--- src/rtl/rom_bus_if.sv ---
// rom_bus_if: request/ready memory bus between a master and the boot-ROM slave
interface rom_bus_if;
  logic        req;
  logic        we;
  logic [31:0] addr;
  logic [31:0] rdata;
  logic        ready;
  logic        err;
  modport master (output req, we, addr, input rdata, ready, err);
  modport slave  (input req, we, addr, output rdata, ready, err);
endinterface

--- src/rtl/rom_bus_slave.sv ---
// rom_bus_slave: bus adapter for boot-ROM port A; ROM_BUS_CACHE_EN adds a one-entry last-word cache
module rom_bus_slave #(
  parameter int AW = 9
) (
  input  logic          clk,
  input  logic          rst,
  rom_bus_if.slave      bus,
  output logic          ena_o,
  output logic [AW-1:0] addra_o,
  input  logic [31:0]   doa_i
);
  localparam logic [1:0] S_IDLE  = 2'd0;
  localparam logic [1:0] S_FETCH = 2'd1;
  localparam logic [1:0] S_WAIT  = 2'd2;
  localparam logic [1:0] S_RESP  = 2'd3;
  logic [1:0]    state_q, state_d;
  logic          ena_q, ena_d, ready_q, ready_d, err_q, err_d;
  logic [AW-1:0] addra_q, addra_d;
  logic [31:0]   rdata_q, rdata_d;
  logic [AW-1:0] waddr;
  logic          rd, wr, hit;
  logic [31:0]   cdata;
  logic          unused;
  assign waddr  = bus.addr[AW+1:2];
  assign unused = ^{bus.addr[31:AW+2], bus.addr[1:0]};
  assign rd     = state_q == S_IDLE && bus.req && !bus.we;
  assign wr     = state_q == S_IDLE && bus.req && bus.we;
`ifdef ROM_BUS_CACHE_EN
  logic [AW-1:0] tag_q;
  logic [31:0]   cdata_q;
  logic          cvalid_q;
  assign hit   = cvalid_q && tag_q == waddr;
  assign cdata = cdata_q;
  always_ff @(posedge clk) begin
    if (!rst) begin
      tag_q    <= '0;
      cdata_q  <= '0;
      cvalid_q <= 1'b0;
    end else if (state_q == S_WAIT) begin
      tag_q    <= addra_q;
      cdata_q  <= doa_i;
      cvalid_q <= 1'b1;
    end
  end
`else
  assign hit   = 1'b0;
  assign cdata = '0;
`endif
  always_comb begin
    state_d = state_q == S_IDLE  ? ((wr || (rd && hit)) ? S_RESP : rd ? S_FETCH : S_IDLE) :
              state_q == S_FETCH ? S_WAIT :
              state_q == S_WAIT  ? S_RESP : S_IDLE;
    ena_d   = rd && !hit;
    addra_d = (rd && !hit) ? waddr : addra_q;
    ready_d = wr || (rd && hit) || state_q == S_WAIT;
    err_d   = wr;
    rdata_d = state_q == S_WAIT ? doa_i : (rd && hit) ? cdata : rdata_q;
  end
  always_ff @(posedge clk) begin
    if (!rst) begin
      state_q <= S_IDLE;
      ena_q   <= 1'b0;
      addra_q <= '0;
      ready_q <= 1'b0;
      err_q   <= 1'b0;
      rdata_q <= '0;
    end else begin
      state_q <= state_d;
      ena_q   <= ena_d;
      addra_q <= addra_d;
      ready_q <= ready_d;
      err_q   <= err_d;
      rdata_q <= rdata_d;
    end
  end
  assign ena_o     = ena_q;
  assign addra_o   = addra_q;
  assign bus.rdata = rdata_q;
  assign bus.ready = ready_q;
  assign bus.err   = err_q;
endmodule

--- src/flat_wrapper.sv ---
// flat-port wrapper written by rule: the top's interface ports become plain ports
module rom_bus_slave_flat 
#(
  parameter int AW = 9
)
  (clk, rst, ena_o, addra_o, doa_i, bus_req, bus_we, bus_addr, bus_rdata, bus_ready, bus_err);
  rom_bus_if bus_i ();
  input  logic clk;
  input  logic rst;
  output logic ena_o;
  output logic [AW-1:0] addra_o;
  input  logic [31:0] doa_i;
  input wire logic [$bits(bus_i.req)-1:0] bus_req;
  input wire logic [$bits(bus_i.we)-1:0] bus_we;
  input wire logic [$bits(bus_i.addr)-1:0] bus_addr;
  output wire logic [$bits(bus_i.rdata)-1:0] bus_rdata;
  output wire logic [$bits(bus_i.ready)-1:0] bus_ready;
  output wire logic [$bits(bus_i.err)-1:0] bus_err;
  assign bus_i.req = bus_req;
  assign bus_i.we = bus_we;
  assign bus_i.addr = bus_addr;
  assign bus_rdata = bus_i.rdata;
  assign bus_ready = bus_i.ready;
  assign bus_err = bus_i.err;
  rom_bus_slave #(.AW(AW)) u_core (.clk(clk), .rst(rst), .bus(bus_i), .ena_o(ena_o), .addra_o(addra_o), .doa_i(doa_i));
endmodule
--- config.mk ---
export PLATFORM = sky130hd
export DESIGN_NAME = rom_bus_slave_flat
export DESIGN_NICKNAME = d
export VERILOG_FILES = /design/src/rtl/rom_bus_if.sv /design/src/rtl/rom_bus_slave.sv /design/src/flat_wrapper.sv
export SDC_FILE = /design/constraint.sdc
export NUM_CORES = 1
export LEC_CHECK = 0
export BUFFER_PORTS_ARGS = -buffer_cell sky130_fd_sc_hd__buf_2
export CAP_MARGIN = 20
export CORE_MARGIN = 2
export CORE_UTILIZATION = 42
export CTS_CLUSTER_SIZE = 30
export DETAILED_ROUTE_END_ITERATION = 12
export GPL_TIMING_DRIVEN = 0
export PLACE_DENSITY = 0.89
export SETUP_SLACK_MARGIN = 0.5
export SYNTH_ARGS = -nofsm -noshare
export SYNTH_HDL_FRONTEND = slang
export SYNTH_SLANG_ARGS = --single-unit
--- constraint.sdc ---
create_clock -name clk -period 1.65 [get_ports clk]
set_input_delay 0.165 -clock clk [delete_from_list [all_inputs] [get_ports clk]]
set_output_delay 0.165 -clock clk [all_outputs]
set_load 0.05 [all_outputs]
Word level (Yosys, flattened, before mapping)
Cells that the tools add are included.

operators by class
  equality and inequality tests = 2
  muxes and demuxes = 5
  reductions and logical operators = 6

operators by type and width
  cell                                           count
  two-way mux 2 bit                              4
  logical AND 1 bit                              3
  == test 2 x 1 -> 1 bit, second input constant  1
  == test 2 bit, second input constant           1
  logical NOT 2 bit                              1
  logical NOT 1 bit                              1
  logical OR 1 bit                               1
  two-way mux 1 bit                              1

word-level totals
  register bits = 46
  input port bits = 68
  output and inout bits = 44
  logic and storage cells = 19

Depth between registers and ports, before layout
  depth in word-level cells = 6
  mapped depth = 6
  gate-level depth less buffers = 4

Worst setup path before layout
Ideal clock, no wire load.

  kind = reg2reg
  start point = register u_core.state_q[0]
  end point = register u_core.rdata_q[0], in the netlist u_core.bus.rdata[0]
  setup time = 0.117 ns
  arrival = 1.034 ns
  required time = 1.533 ns
  slack = 0.499 ns
  stages on the path, launching flop included = 7
  path buffers = 2
  period minus slack after synthesis = 1.151 ns
  cells stage by stage = dfxtp_1 > inv_1 > ha_1 > buf_4 > buf_6 > mux2i_1 > nor2b_1

on the way
  longest elaborated chain between the ends = 1

ends and longest elaborated chain
  item                      RTL line             RTL
  start: declaration        rom_bus_slave.sv:16  logic [1:0] state_q, state_d;
  start signal: assignment  rom_bus_slave.sv:68  state_q <= state_d;
  == test 2 bit             rom_bus_slave.sv:57  rdata_d = state_q == S_WAIT ? doa_i : (rd && hit) ? cdata : rdata_q;
  end signal: assignment    rom_bus_slave.sv:73  rdata_q <= rdata_d;
  end: declaration          rom_bus_slave.sv:19  logic [31:0] rdata_q, rdata_d;

Every way passes these cells.
A chain may end at the register's enable or synchronous reset.

Final worst setup path
  start point = register u_core.state_q[0]
  end point = register u_core.rdata_q[11], in the netlist u_core.bus.rdata[11]

Same word-level chain as after synthesis.

==> reports/metrics.cfg <==
[drt]
wire_per_inst_um=12.3
avgViaCountPerCell=4.49
routed_wirelength_um=3930
drc=0
dr.pass1.iters=4
route.vias.total=1438
ant_nets=0
drt_iter0_markers=30

[floorplan]
die_area_um2=4820
io_pins=112
die_h_um=69.4
die_w_um=69.4
rows=23
core_area_um2=4060
initial_core_util_pct=44.3

[flow_run]
max_cap_viol_count=0

[worst_setup_path]
critPathMaxStageDelay_ps=340
r2r_cells=6
arrival_ps=1410
critPathSlowestCell=dfxtp_2
crit_cells=6
critPathRequiredTime_ps=1840
path_cells=inv_4 -> ha_4 -> buf_8 -> clkbuf_16 -> mux2i_1 -> nor2b_1
cpLargestDelayFamily=buffers and inverters
critPathKind=flip-flop to flip-flop
setup.worst_path.start_class=flip-flop
crit_buf_inv=3
crit_path_end_kind=flip-flop
worstPathMaxFanout=5

[clock_network]
cts.clk_slew.worst_paths_ps=80
cts_buffers=5
h-tree-depth=2
holdBufCountCts=0
cts_tree=done
clkSinkCount=46
cts_root_buf=clkbuf_8
worst_skew_pair.late_latency_ps=290
clk_path_buf_depth=2

[finish]
final-seq-area_um2=926
syn2layout_area_growth_pct=46.1
fin_cells=320
nFillCells=346
multi_input_area_um2=825
drive_above_1_share_pct=45.9
fin_area_um2=2630
fin_nets=340
diodes=0

[yosys]
syn-num-nets=236
synthDistinctLibCells=15
synthesis.area_um2=1800
yosys_warnings=0
yosysTopAreaCell=dfxtp_1
ys_ff_latch=46
yosys.area.top_type_share_pct=51.3
synth_area_leaders=dfxtp_1, mux2i_1, nor2b_1, nand2_1, buf_6
ys_seq_area_share_pct=51.3
synthCells=165
syn_avg_cell_area_um2=10.9

[timing]
clock.fmax_ghz=0.818
finClkSkew_ps=3.86
report.final.slew_viol_count=0
relSlewSlack_pct=76.5
grt_setup_unrepaired=yes
min_period_ps=1220
tns_ps=0
tightest_slew_ps=353
finalHoldViolCount=0
setup_viol=0
period_share_pct=74.1

[placement]
placed_cells=302
gp_congestion=0.698
hpwl_um=2820
place_area_um2=2290
port_buffers=87

[grt]
met2_usage_pct=28.8
grt_pass1_wl_um=6040
grt_antenna_before_repair=0
grt_overflow=0
grtUsageMet1_pct=16.3
grt_util_met3_pct=5.96
grt_start_max_net_pins=14
grt_usage_pct=15.6
first_global_vias=1416
busiest_layer=met2

[status]
status=complete, no violations

[hold_path]
hp-class=input pin to flip-flop
hold_depth=2

[power]
power_density_nw_per_um2=943
irDropWorstVdd_mv=0.608
p_leak_nw=1.19

[cells in the mapped netlist, drive strengths merged]
cell and number:
nor2 2, dfxtp 46, nor2b 33, inv 4, nand2b 1, mux2i 42, buf 8, a21boi 2
ha 3, clkbuf 3, and3b 1, nand3 2, nand2 18
[kinds of logic (layout without fill, tap and decap cells)]
| kind of cell | count (synthesis) | in the layout | share of synthesized area (%) |
|---|---|---|---|
| AND/OR/NAND/NOR | 57 | 57 | 17.1 |
| multiplexers | 42 | 42 | 23.4 |
| adder cells (fa/ha/maj) | 3 | 3 | 2.09 |
| flip-flops | 46 | 46 | 51.3 |
| AO/OA/AOI/OAI | 2 | 2 | 0.835 |
| buffers and inverters | 15 | 120 | 5.36 |
[path summary, 6_finish.rpt]
kind                                                startpoint                                end  slack [ps]
worst min register to register  u_core.addra_o[0]$_SDFFE_PN0P_     u_core.addra_o[0]$_SDFFE_PN0P_         460
worst min-delay path                                    bus_we            u_core.ena_o$_SDFF_PN0_          70
worst max register to register    u_core.state_q[0]$_SDFF_PN0_  u_core.bus.rdata[11]$_SDFFE_PN0N_         430
worst max-delay path              u_core.state_q[0]$_SDFF_PN0_  u_core.bus.rdata[11]$_SDFFE_PN0N_         430
[timing repair]
action / CTS / global route
pin swaps: 0 / 2
buffers inserted: 3 / 2
endpoints found under the setup margin: 39 / 42
cloned: 1 / 4
gates resized for setup: 10 / 17
[metrics by stage]
stage	total power [mW]	setup slack (ps)	hold slack (ps)	utilization, %
after floorplan	1.58	499	237	-
after global routing	2.60	371	74.9	64.7
final	2.48	427	68.1	64.7
after detailed placement	1.72	330	380	56.6
after global placement	1.71	402	367	56.6
after CTS	2.44	416	64.0	60.2
[sequential cells by signal (all words and copies together), names as in the netlist]
name / flops
u_core.ena_o: 1
u_core.addra_o: 9
u_core.bus.ready: 1
u_core.bus.err: 1
u_core.state_q: 2
u_core.bus.rdata: 32
[layout by cell type, fill, tap and decap left out, types with 2 or more instances in the layout]
cell and n:
nand3_1 2, buf_12 3, buf_6 3, clkbuf_16 4, nor2_1 2, mux2i_1 37
mux2i_2 5, buf_2 89, inv_1 2, nand2_1 18, a21boi_0 2, ha_4 2
dfxtp_1 44, nor2b_1 33, buf_4 5, clkbuf_1 4, clkbuf_8 6
[cell type report]
cell class / instances / area share [%]
buffer: 11 / 4.39
clock buffer: 7 / 3.29
clock inverter: 1 / 0.191
inverter: 4 / 0.667
multi-input combinational: 104 / 31.4
sequential: 46 / 35.3
tap: 50 / 2.38
timing repair buffer: 97 / 22.4
[per-layer routing]
| layer | vias up | share of wire (%) |
|---|---|---|
| met5 | - | 0 |
| met4 | 0 | 1.1 |
| met3 | 5 | 7.3 |
| met2 | 54 | 50 |
| met1 | 640 | 42 |
| li1 | 739 | - |
[where the power goes]
part	switching, mW	total, mW	internal, mW
Sequential	0.0297	1.20	1.17
Combinational	0.341	0.592	0.251
Clock	0.349	0.687	0.338
Note: power is estimated with default switching activity, not from simulation.
